File: config.mk
export PLATFORM = sky130hd
export DESIGN_NAME = inv_mix_columns_seq
export DESIGN_NICKNAME = d
export VERILOG_FILES = /design/src/rtl/aes_gf_pkg.sv /design/src/rtl/inv_mix_column_comb.sv /design/src/rtl/inv_mix_columns_seq.sv
export SDC_FILE = /design/constraint.sdc
export NUM_CORES = 1
export LEC_CHECK = 0
export BUFFER_PORTS_ARGS = -buffer_cell sky130_fd_sc_hd__buf_2
export CORE_ASPECT_RATIO = 1.1
export CORE_MARGIN = 2
export CORE_UTILIZATION = 25
export CTS_BUF_LIST = sky130_fd_sc_hd__clkbuf_16
export CTS_CLUSTER_SIZE = 25
export DETAILED_ROUTE_END_ITERATION = 10
export GPL_TIMING_DRIVEN = 0
export PLACE_DENSITY = 0.53
export SLEW_MARGIN = 10
export SYNTH_ARGS = -nofsm -noshare
export SYNTH_HDL_FRONTEND = slang
export SYNTH_HIERARCHICAL = 1
export SYNTH_SLANG_ARGS = --single-unit
File: constraint.sdc
create_clock -name clk -period 10.71 [get_ports clk]
set_clock_uncertainty 0.1 [all_clocks]
set_input_delay 1.6065 -clock clk [delete_from_list [all_inputs] [get_ports clk]]
set_output_delay 1.6065 -clock clk [all_outputs]
set_load 0.05 [all_outputs]
File: src/rtl/aes_gf_pkg.sv
// Shared GF(2^8) helpers and types for the AES InvMixColumns engine.
package aes_gf_pkg;

    // Reduction constant for x^8 = x^4 + x^3 + x + 1.
    localparam logic [7:0] AES_POLY = 8'h1B;

    typedef logic [7:0] byte_t;

    // Element [3] is s0, the most significant byte of the packed column.
    typedef byte_t [3:0] column_t;

    typedef enum logic [1:0] {
        IDLE,
        RUN,
        DONE
    } state_e;

    // Multiply by x in GF(2^8).
    function automatic byte_t xtime(input byte_t b);
        return {b[6:0], 1'b0} ^ (b[7] ? AES_POLY : 8'h00);
    endfunction

endpackage

File: src/rtl/inv_mix_column_comb.sv
// Combinational InvMixColumns for a single 32-bit column (s0 in bits [31:24]).
module inv_mix_column_comb
    import aes_gf_pkg::*;
(
    input  logic [31:0] col_in,
    output logic [31:0] col_out
);

    column_t s;
    byte_t   x2 [4];
    byte_t   x4 [4];
    byte_t   x8 [4];
    byte_t   m9 [4];
    byte_t   mb [4];
    byte_t   md [4];
    byte_t   me [4];

    assign s = column_t'(col_in);

    // Per-byte multiples 9, B, D, E built from an xtime chain.
    always_comb begin
        for (int i = 0; i < 4; i++) begin
            x2[i] = xtime(s[3-i]);
            x4[i] = xtime(x2[i]);
            x8[i] = xtime(x4[i]);
            m9[i] = x8[i] ^ s[3-i];
            mb[i] = x8[i] ^ x2[i] ^ s[3-i];
            md[i] = x8[i] ^ x4[i] ^ s[3-i];
            me[i] = x8[i] ^ x4[i] ^ x2[i];
        end
    end

    // Circulant matrix rows {E,B,D,9} rotated once per output byte.
    always_comb begin
        col_out = {me[0] ^ mb[1] ^ md[2] ^ m9[3],
                   m9[0] ^ me[1] ^ mb[2] ^ md[3],
                   md[0] ^ m9[1] ^ me[2] ^ mb[3],
                   mb[0] ^ md[1] ^ m9[2] ^ me[3]};
    end

endmodule

File: src/rtl/inv_mix_columns_seq.sv
// Iterative InvMixColumns engine: COLS_PER_CYCLE columns per RUN cycle, valid/ready in and out.
module inv_mix_columns_seq
    import aes_gf_pkg::*;
#(
    parameter int COLS_PER_CYCLE = 1
) (
    input  logic         clk,
    input  logic         rst,
    input  logic         in_valid,
    output logic         in_ready,
    input  logic [127:0] state_in,
    output logic         out_valid,
    input  logic         out_ready,
    output logic [127:0] state_out,
    output logic         busy
);

    if (COLS_PER_CYCLE != 1 && COLS_PER_CYCLE != 2 && COLS_PER_CYCLE != 4) begin : g_bad_cfg
        $error("inv_mix_columns_seq: COLS_PER_CYCLE must be 1, 2 or 4");
    end

    // col_cnt value of the final group; with 4 columns per cycle this is 0.
    localparam logic [1:0] LAST_GROUP = 2'(4 - COLS_PER_CYCLE);
    // Counter step; wraps to 0 for 4 columns per cycle, which is harmless since N=1.
    localparam logic [1:0] STEP       = 2'(COLS_PER_CYCLE);

    state_e       state_q;
    logic [1:0]   col_cnt_q;
    logic [127:0] work_q;
    logic         out_valid_q;
    logic         busy_q;

    logic [31:0]  grp_in  [COLS_PER_CYCLE];
    logic [31:0]  grp_out [COLS_PER_CYCLE];
    logic [127:0] work_run;
    logic         last_group;

    assign last_group = (col_cnt_q == LAST_GROUP);

    // Pick the column group addressed by col_cnt out of the work register.
    always_comb begin
        for (int j = 0; j < COLS_PER_CYCLE; j++) begin
            grp_in[j] = work_q[127 - 32 * (int'(col_cnt_q) + j) -: 32];
        end
    end

    for (genvar g = 0; g < COLS_PER_CYCLE; g++) begin : g_col
        inv_mix_column_comb u_col (
            .col_in  (grp_in[g]),
            .col_out (grp_out[g])
        );
    end

    // Write the transformed group back in place, leaving other columns untouched.
    always_comb begin
        work_run = work_q;
        for (int j = 0; j < COLS_PER_CYCLE; j++) begin
            work_run[127 - 32 * (int'(col_cnt_q) + j) -: 32] = grp_out[j];
        end
    end

    // Control FSM with registered out_valid/busy; reset discards any partial result.
    always_ff @(posedge clk or posedge rst) begin
        if (rst) begin
            state_q     <= IDLE;
            col_cnt_q   <= '0;
            work_q      <= '0;
            out_valid_q <= 1'b0;
            busy_q      <= 1'b0;
        end else begin
            unique case (state_q)
                IDLE: begin
                    if (in_valid) begin
                        work_q    <= state_in;
                        col_cnt_q <= '0;
                        busy_q    <= 1'b1;
                        state_q   <= RUN;
                    end
                end
                RUN: begin
                    work_q    <= work_run;
                    col_cnt_q <= col_cnt_q + STEP;
                    if (last_group) begin
                        out_valid_q <= 1'b1;
                        state_q     <= DONE;
                    end
                end
                DONE: begin
                    if (out_ready) begin
                        out_valid_q <= 1'b0;
                        if (in_valid) begin
                            // Back-to-back: hand off and start the next state immediately.
                            work_q    <= state_in;
                            col_cnt_q <= '0;
                            state_q   <= RUN;
                        end else begin
                            busy_q  <= 1'b0;
                            state_q <= IDLE;
                        end
                    end
                end
                default: begin
                    out_valid_q <= 1'b0;
                    busy_q      <= 1'b0;
                    col_cnt_q   <= '0;
                    state_q     <= IDLE;
                end
            endcase
        end
    end

    // Ready is combinational from out_ready only, never from in_valid.
    always_comb begin
        in_ready = (state_q == IDLE) || ((state_q == DONE) && out_ready);
    end

    assign out_valid = out_valid_q;
    assign busy      = busy_q;
    assign state_out = work_q;

endmodule

==> results of run 1 <==
[cell families (layout without fill, tap and decap cells)]
kind of cell / Yosys count / count (layout) / share of synthesized area
xor+xnor: 207 / 207 / 0.1963
simple gates: 43 / 43 / 0.02711
flops: 134 / 134 / 0.3395
other cells: 0 / 1 / 0
compound gates: 142 / 142 / 0.1406
buf+inv: 88 / 383 / 0.05396
mux: 160 / 160 / 0.2375
fa+ha+maj: 4 / 4 / 0.005067
[layer usage]
layer  vias to the layer above  track usage  wire, µm
met3                        70      0.03871      2307
met4                         0      0.08239      1280
met1                      4160       0.2579     17900
met2                       361       0.3245     19570
li1                       3508            -         -
met5                         -            0         0
[worst max path at each step]
stage / from / end / slack (ns) / cells after the start
after CTS: col_cnt_q[0] / state_out[27] / 5.91 / 11
after detailed placement: col_cnt_q[0] / state_out[27] / 5.92 / 12
after global placement: rst / busy / 3.23 / 2
after global routing: col_cnt_q[0] / state_out[27] / 5.79 / 12
after floorplan: rst / busy / 5.42 / 1
final: col_cnt_q[0] / state_out[27] / 5.97 / 11
[per-stage QoR]
step	utilization	instances
finish	0.3192	1581
global route	0.3192	1581
CTS	0.3191	1580
detailed placement	0.3034	1548
global placement	0.3025	1547
floorplan	-	778
[state kept, by name (all words and copies together) (netlist names)]
| name | flops |
|---|---|
| col_cnt_q | 2 |
| state_q | 2 |
| busy | 1 |
| out_valid | 1 |
| state_out | 128 |
[synthesized netlist by cell type]
master | instances | area share
buf_6 | 21 | 0.024
nor2_1 | 1 | 0.00038
o22ai_1 | 1 | 0.00063
nor2b_1 | 2 | 0.0013
xnor2_2 | 5 | 0.0082
xnor2_1 | 162 | 0.14
buf_1 | 1 | 0.00038
and2_1 | 32 | 0.020
o21ai_0 | 3 | 0.0015
buf_2 | 27 | 0.014
nor3b_1 | 1 | 0.00076
o211ai_1 | 1 | 0.00076
a32o_1 | 129 | 0.13
a32o_2 | 4 | 0.0046
xnor3_2 | 1 | 0.0024
mux4_2 | 32 | 0.073
buf_4 | 3 | 0.0023
xor3_1 | 1 | 0.0024
nand3_1 | 1 | 0.00051
a21oi_1 | 3 | 0.0015
inv_1 | 4 | 0.0015
xor2_1 | 33 | 0.029
xnor3_1 | 2 | 0.0046
mux2_4 | 49 | 0.074
xor3_2 | 1 | 0.0025
a31o_2 | 1 | 0.00089
dfrtp_1 | 134 | 0.34
xor2_2 | 2 | 0.0033
clkbuf_1 | 31 | 0.012
nand2b_1 | 2 | 0.0013
inv_2 | 1 | 0.00038
and3b_1 | 1 | 0.00089
mux2_2 | 79 | 0.090
and2b_4 | 1 | 0.0010
nand2_1 | 2 | 0.00076
ha_1 | 4 | 0.0051
[worst register-to-register path, cell delays in order, from the launching register on]
cell	delay (ns)
dfrtp_1	0.49
buf_2	0.31
buf_2	0.37
mux4_2	0.69
xnor2_2	0.52
xnor2_1	0.17
xnor2_1	0.39
xnor3_2	0.56
xnor2_1	0.27
and2_1	0.26
a32o_1	0.25
mux2_4	0.25
[cells in the final DEF (no fill, tap or decap), types with 3 or more instances in the layout]
master,instances
xor2_1,33
xnor2_1,162
inv_1,5
mux2_4,49
clkbuf_16,17
mux4_2,32
a32o_1,129
o21ai_0,3
ha_1,4
a32o_2,4
buf_6,21
dfrtp_1,134
bufinv_16,4
buf_2,289
and2_1,32
clkbuf_1,31
a21oi_1,3
clkinvlp_4,4
xnor2_2,5
mux2_2,79
buf_4,3
[layout make-up]
cell class | count | area share
Multi-Input combinational cell | 556 | 0.4803
Sequential cell | 134 | 0.2688
Timing Repair Buffer | 263 | 0.1073
Tap cell | 507 | 0.05085
Buffer | 83 | 0.04122
Clock buffer | 17 | 0.03410
Clock inverter | 15 | 0.01505
Inverter | 5 | 0.002106
Antenna cell | 1 | 0.0002006
==> impl_metrics.toml, run 1 <==
[routing]
via_per_inst = 5.123
drtIter0Drc = 521
wirelength_um = 41050
wire_per_inst_um = 25.97
via_count = 8099
firstDrtPassIters = 5
drt_drc_violations_left = 0
postRouteAntennaNets = 0

[synthesis]
synth_nets = 914
syn_inst = 778
ys_ff_latch = 134
yosys_warnings = 6
synth.distinct_cells = 36
synth_seq_area_share = 0.3395
syn_area_um2 = 9878
avgSynthCellArea_um2 = 12.70

[layout]
regArea_um2 = 3353
drive_above_1_share = 0.4837
multiInputGateArea_um2 = 5992
finalInstanceArea_um2 = 12470
fillCellCount = 3981
areaGrowthSynthToFinish_pct = 26.28
nets = 1196

[clocking]
h-tree-depth = 4
cts_resized = 0
cts_hold_buf = 0
clock_latency_ns = 0.47
cts_buffer_depth = 2
clk_pin_slew_ns = 0.06
cts_setup_buffers = 0
cts_buffers = 17
cts_tree = "yes"
cts.sinks = 134
clockRootBuffer = "clkbuf_16"

[worst_setup_path]
reg2reg_depth = 11
timing.rr.end = "state_out[27]"
cp_max_fo = 10
end_kind = "register"
critPathKind = "register to register"
crit_top_cell = "xnor2_1"
crit_buf_inv = 2
crit_path_max_incr_delay_ns = 0.68
crit_path_cell_trace = "buf_2, buf_2, mux4_2, xnor2_2, xnor2_1, xnor2_1, xnor3_2, xnor2_1, and2_1, a32o_1, mux2_4"
r2r_slack_ns = 5.97
crit_arrival_ns = 4.99
cp.required_ns = 10.96
slowest_stage = "mux4_2"
crit_family = "XOR/XNOR gates"
crit_path_start_kind = "register"
r2r_start = "col_cnt_q[0]"

[timing]
max_slew.worst_pin.slew_ns = 0.8287
slew_viol_final = 0
max_freq_mhz = 210.9
timing.final.crit_period_ns = 4.743
setup_viol = 0
holdWs_ns = 0.4267
tns_ns = 0
finalHoldViolations = 0
relSlewSlack = 0.4475
setup_ws_ns = 5.967
rsz0062_at_grt = "false"
fin_crit_sh = 0.4428

[hold_path]
holdCritStartpoint = "state_out[120]"
holdPathStages = 1
holdPathEnd = "state_out[120]"
holdCritPathClass = "register to register"

[grt]
grt-ovfl-total = 0
grt_usage = 0.1987
antenna_found_initial = 2
grt_pass1_vias = 8420
grt_max_degree = 78
grt_pass1_wl_um = 58480

[die]
die_x_um = 193.5
die-area_um2 = 41120
io_pins = 263
num_rows = 76
initial_core_util = 0.2528
coreArea_um2 = 39080
die_y_um = 212.5

[status]
status = "complete, no violations"

[flow_run]
cap_violations = 0

[placed_design]
portBuffers = 262
place_area_um2 = 11860
place_congestion = 0.8640
place_hpwl_um = 31920
place_ws_ns = 5.925
Power of run 1 is not shown: default switching activity piles up to over one toggle a cycle in this logic, so the estimate is an artifact.
==> run 2: changes to the inputs <==
--- a/config.mk
+++ b/config.mk
@@ -5,6 +5,7 @@
 export SDC_FILE = /design/constraint.sdc
 export NUM_CORES = 1
 export LEC_CHECK = 0
+export ABC_AREA = 1
 export BUFFER_PORTS_ARGS = -buffer_cell sky130_fd_sc_hd__buf_2
 export CORE_ASPECT_RATIO = 1.1
 export CORE_MARGIN = 2
@@ -13,7 +14,7 @@
 export CTS_CLUSTER_SIZE = 25
 export DETAILED_ROUTE_END_ITERATION = 10
 export GPL_TIMING_DRIVEN = 0
-export PLACE_DENSITY = 0.53
+export PLACE_DENSITY = 0.52
 export SLEW_MARGIN = 10
 export SYNTH_ARGS = -nofsm -noshare
 export SYNTH_HDL_FRONTEND = slang
==> constraint.sdc (replaced) <==
create_clock -name clk -period 4.47 [get_ports clk]
set_clock_uncertainty 0.1 [all_clocks]
set_input_delay 0.6705 -clock clk [delete_from_list [all_inputs] [get_ports clk]]
set_output_delay 0.6705 -clock clk [all_outputs]
set_load 0.05 [all_outputs]
==> run 2 against run 1 <==
First-iteration DRC count increased to 2.8 times the previous value. Core utilization decreased by 0.86 points. Worst hold slack got worse by 0.31 ns. Setup slack got worse by 5.8 ns. Sequential share of layout area decreased by 4.4 points. Maximum frequency increased by 9.9%. Final cell count increased by 86%. Critical path type unchanged. Critical endpoint is now state_out[123]. Highest routed layer is now met5.
==> impl_metrics.toml, run 2 <==
[worst_setup_path]
cp.required_ns = 4.76
slowest_stage = "clkbuf_1"
r2r_start = "col_cnt_q[0]"
end_kind = "register"
crit_path_max_incr_delay_ns = 0.51
crit_path_cell_trace = "buf_2, buf_2, clkbuf_1, nor2_1, o22ai_1, buf_2, xor2_2, nand2_1, nand2_2, nand2_1, nand2_1, inv_1, nand2_1, nand2_1, xor2_1, nand2_1, nor2_1, nand3_1, nand2_1, nand2_1, nand2_1"
crit_path_start_kind = "register"
crit_arrival_ns = 4.60
reg2reg_depth = 21
r2r_slack_ns = 0.16
critPathKind = "register to register"
crit_top_cell = "nand2_1"
cp_max_fo = 10
timing.rr.end = "state_out[123]"

[layout]
finalInstanceArea_um2 = 14890
final_cell_mix = "1013 x nand2_1, 318 x buf_2, 171 x nand3_1"
areaGrowthSynthToFinish_pct = 22.67
final_cells = 2944
layout_commonest_cell = "nand2_1"
utilization = 0.3106
largest_reg_flops = 128
nets = 2421
fillCellCount = 5447
drive_above_1_share = 0.2054

[die]
num_rows = 84
die_y_um = 235.1
die-area_um2 = 50320
io_pins = 263
coreArea_um2 = 47930
die_x_um = 214.1
initial_core_util = 0.2532

[clocking]
cts_buffers = 17
cts.sinks = 134
cts_tree = "yes"
cts_hold_buf = 0
h-tree-depth = 4
cts_buffer_depth = 2
clockRootBuffer = "clkbuf_16"
clock_latency_ns = 0.45
clk_pin_slew_ns = 0.06
cts_setup_buffers = 0
cts_resized = 2

[timing]
slew_viol_final = 0
setup_viol = 0
rsz0062_at_grt = "false"
relSlewSlack = 0.5095
fin_crit_sh = 0.9651
max_freq_mhz = 231.8
max_slew.worst_pin.slew_ns = 0.7358
timing.final.crit_period_ns = 4.314
tns_ns = 0
finalHoldViolations = 0

[routing]
postRouteAntennaNets = 0
via_count = 14140
drtIter0Drc = 1461
drt_drc_violations_left = 0
via_per_inst = 4.803
wire_per_inst_um = 20.37
firstDrtPassIters = 5
wirelength_um = 59980

[synthesis]
synthArstFlopShare = 1.000
synth_compound_area_frac = 0.06062
syn_area_um2 = 12140
yosysTopAreaCell = "nand2_1"
synth.distinct_cells = 34
synth-simple-area-share = 0.4590
synth_top_family_by_area = "simple AND/OR/NAND/NOR gates"
synth-xor-area-share = 0.1114
synth_seq_area_share = 0.2763
synth-adder-area-share = 0.004124
synth_nets = 2139
ys_ff_latch = 134
avgSynthCellArea_um2 = 6.059
synthMostInstantiatedCell = "nand2_1"
synth_ff_type = "dfrtp_1"
synth_area_leaders = "nand2_1 31%, dfrtp_1 28%, nand3_1 7.1%"
synth_mux_area_frac = 0
syn_inst = 2003
synth_edf_count = 0
synth_top_area_frac = 0.3133
yosys-top-cells-count = "1013 x nand2_1, 171 x nand3_1, 134 x dfrtp_1"
yosys_warnings = 6

[flow_run]
cap_violations = 0

[status]
status = "complete, no violations"

[placed_design]
place_hpwl_um = 48410
dp.cells = 2911
place_congestion = 0.9706
portBuffers = 262
place_area_um2 = 14290

[grt]
grt_pass1_vias = 13520
grt_max_degree = 88
grt-ovfl-total = 0
grt_pass1_wl_um = 86770
grt_usage = 0.2323
antenna_found_initial = 2

[hold_path]
holdCritPathClass = "input port to async pin"
==> run 2: area by class of cell <==
cell class | instances | area (µm²) | share of cell area
inverter | 114 | 452.9 | 0.03043
antenna | 1 | 2.502 | 0.0001681
clock inverter | 15 | 123.9 | 0.008321
timing repair buffer | 263 | 1339 | 0.08993
clock buffer | 17 | 425.4 | 0.02858
multi-input combinational | 1640 | 7747 | 0.5204
tap | 645 | 807.0 | 0.05421
buffer | 115 | 635.6 | 0.04270
sequential | 134 | 3353 | 0.2252
==> run 2: routing by layer <==
metal  vias to the layer above  track usage  share of wire
li1                       6770            -              -
met3                        99      0.02822          0.065
met1                      6668       0.3016           0.43
met5                         -            0        0.00022
met4                         2      0.09133          0.037
met2                       600       0.3921           0.47
==> run 2: worst max-delay path by stage <==
stage	start	endpoint	slack (ns)
finish	col_cnt_q[0]	state_out[123]	0.16
global route	col_cnt_q[0]	state_out[123]	0.005
CTS	col_cnt_q[0]	state_out[108]	0.0003
detailed placement	col_cnt_q[0]	state_out[123]	-0.08
global placement	rst	state_out[29]	-2.02
floorplan	rst	busy	0.12
==> run 2: per-stage QoR <==
| step | setup WS, ns | hold slack (ns) |
|---|---|---|
| after detailed placement | -0.07604 | 0.3949 |
| after global placement | -2.023 | 0.3910 |
| after CTS | 0.0003446 | 0.1238 |
| final | 0.1562 | 0.1206 |
| after global routing | 0.004581 | 0.1570 |
| after floorplan | 0.1167 | 0.4782 |
==> run 2: critical path: cells and delay by family (launching register included) <==
family	cells	cell delay, ns
flops	1	0.38
buf+inv	5	1.59
simple gates	13	1.27
xor+xnor	2	0.72
compound gates	1	0.19
==> run 2: cells by family (layout without fill, tap and decap cells) <==
| kind of cell | Yosys count | after routing |
|---|---|---|
| buf+inv | 229 | 524 |
| flops | 134 | 134 |
| fa+ha+maj | 4 | 4 |
| compound gates | 138 | 138 |
| other cells | 0 | 1 |
| xor+xnor | 135 | 135 |
| simple gates | 1363 | 1363 |
Power of run 2 is left out for the same reason.
==> run 3: changes to the inputs <==
==> constraint.sdc (replaced) <==
create_clock -name clk -period 5.47 [get_ports clk]
set_clock_uncertainty 0.1 [all_clocks]
set_input_delay 0.8205 -clock clk [delete_from_list [all_inputs] [get_ports clk]]
set_output_delay 0.8205 -clock clk [all_outputs]
set_load 0.05 [all_outputs]
==> run 3 against run 2 <==
Sequential share of layout area rose by 0.070 points. Global-route usage about the same. Clock-buffer cell count did not move. Design area shrank 0.31%. Final cell count did not move. Via count is 0.18% lower. Largest cell class unchanged.
==> impl_metrics.toml, run 3 (synthesized netlist as in run 2, its figures left out) <==
[timing]
setup_viol = 0
relSlewSlack = 0.3396
rsz0062_at_grt = "false"
setup_ws_ns = 0.8828
max_slew.worst_pin.slew_ns = 0.9906
slew_viol_final = 0
timing.final.crit_period_ns = 4.587
holdWs_ns = 0.2672
fin_crit_sh = 0.8386
max_freq_mhz = 218.0
finalHoldViolations = 0

[clocking]
cts_setup_buffers = 0
clk_pin_slew_ns = 0.06
cts_hold_buf = 0
clock_latency_ns = 0.45
cts_tree = "yes"
cts_buffer_depth = 2
cts_resized = 0
cts.sinks = 134
cts_buffers = 17
h-tree-depth = 4
clockRootBuffer = "clkbuf_16"

[placed_design]
portBuffers = 262
place_hpwl_um = 48410
dp.cells = 2911
place_ws_ns = 0.9240
place_area_um2 = 14290
place_congestion = 0.9706

[hold_path]
holdCritPathClass = "input port to async pin"

[layout]
finalInstanceArea_um2 = 14840
fillCellCount = 5449
regArea_um2 = 3353
multiInputGateArea_um2 = 7707
largest_reg_flops = 128
nets = 2421
areaGrowthSynthToFinish_pct = 22.29
final_cell_mix = "1013 x nand2_1, 318 x buf_2, 171 x nand3_1"
layout_commonest_cell = "nand2_1"
drive_above_1_share = 0.2006
final_cells = 2944

[grt]
grt_util_met2 = 0.3928
grt_max_degree = 88
use_met1 = 0.3019
grt_pass1_vias = 13500
busiest_layer = "met2"
grt_pass1_wl_um = 86720
use_met3 = 0.02770
grt_usage = 0.2322
antenna_found_initial = 2
grt-ovfl-total = 0

[die]
num_rows = 84
coreArea_um2 = 47930
die-area_um2 = 50320
die_y_um = 235.1
die_x_um = 214.1
initial_core_util = 0.2532
io_pins = 263

[worst_setup_path]
crit_arrival_ns = 4.88
cp.required_ns = 5.76
crit_path_start_kind = "register"
critPathKind = "register to register"
cp_max_fo = 10
end_kind = "register"

[routing]
wire_per_inst_um = 20.35
wirelength_um = 59910
drtIter0Drc = 1423
via_per_inst = 4.794
firstDrtPassIters = 6
via_count = 14110
postRouteAntennaNets = 0
drt_drc_violations_left = 0

[status]
status = "complete, no violations"

[flow_run]
cap_violations = 0
==> run 3: cell count changes in the layout (fill, tap and decap cells not counted) <==
| cell | previous run | this run |
|---|---|---|
| o22ai_1 | 28 | 32 |
| xor2_2 | 12 | 10 |
| clkbuf_1 | 29 | 34 |
| o22ai_2 | 4 | 0 |
| clkbuf_2 | 5 | 0 |
| xor2_1 | 77 | 79 |
==> run 3: stage by stage <==
stage | TNS (ns) | util
after floorplan | 0 | -
after global placement | -153.22 | 0.2974
after detailed placement | 0 | 0.2981
after CTS | 0 | 0.3096
after global routing | 0 | 0.3096
final | 0 | 0.3097
==> run 3: cell type report <==
| cell class | instances | area share |
|---|---|---|
| Multi-Input combinational cell | 1640 | 0.5193 |
| Sequential cell | 134 | 0.2260 |
| Clock buffer | 17 | 0.02867 |
| Clock inverter | 15 | 0.008347 |
| Tap cell | 645 | 0.05438 |
| Timing Repair Buffer | 263 | 0.09021 |
| Antenna cell | 1 | 0.0001686 |
| Buffer | 115 | 0.04241 |
| Inverter | 114 | 0.03052 |
==> run 3: final timing paths <==
kind                                  end     startpoint  depth (start not counted)  slack (ns)
setup / recovery           state_out[108]   col_cnt_q[0]                         21        0.88
hold / removal             state_out[108]            rst                          2        0.27
setup reg to reg           state_out[108]   col_cnt_q[0]                         21        0.88
hold reg to reg             state_out[80]  state_out[80]                          2        0.41
max in group asynchronous   state_out[58]            rst                          3        4.21
min in group clk            state_out[80]  state_out[80]                          2        0.41
==> run 3: per-layer routing <==
layer,vias to the layer above,part of all wire
met5,-,0.00022
met4,2,0.038
met3,114,0.065
met2,586,0.47
met1,6643,0.42
li1,6769,-
==> run 3: critical path: stages (launching register included) <==
cell,delay [ns]
dfrtp_1,0.40
buf_2,0.22
clkinv_1,0.20
buf_2,0.34
clkbuf_1,0.48
nor2_1,0.12
o22ai_1,0.64
inv_1,0.23
nand2_2,0.13
nand2_2,0.13
nand2_2,0.11
nand3_1,0.07
nand2_1,0.16
nand3_1,0.10
nand2_1,0.08
xor2_1,0.43
nand2_1,0.17
nor2_1,0.11
nand3_1,0.11
nand2_1,0.09
nand2_1,0.05
nand2_1,0.06
Power of run 3 is left out for the same reason.
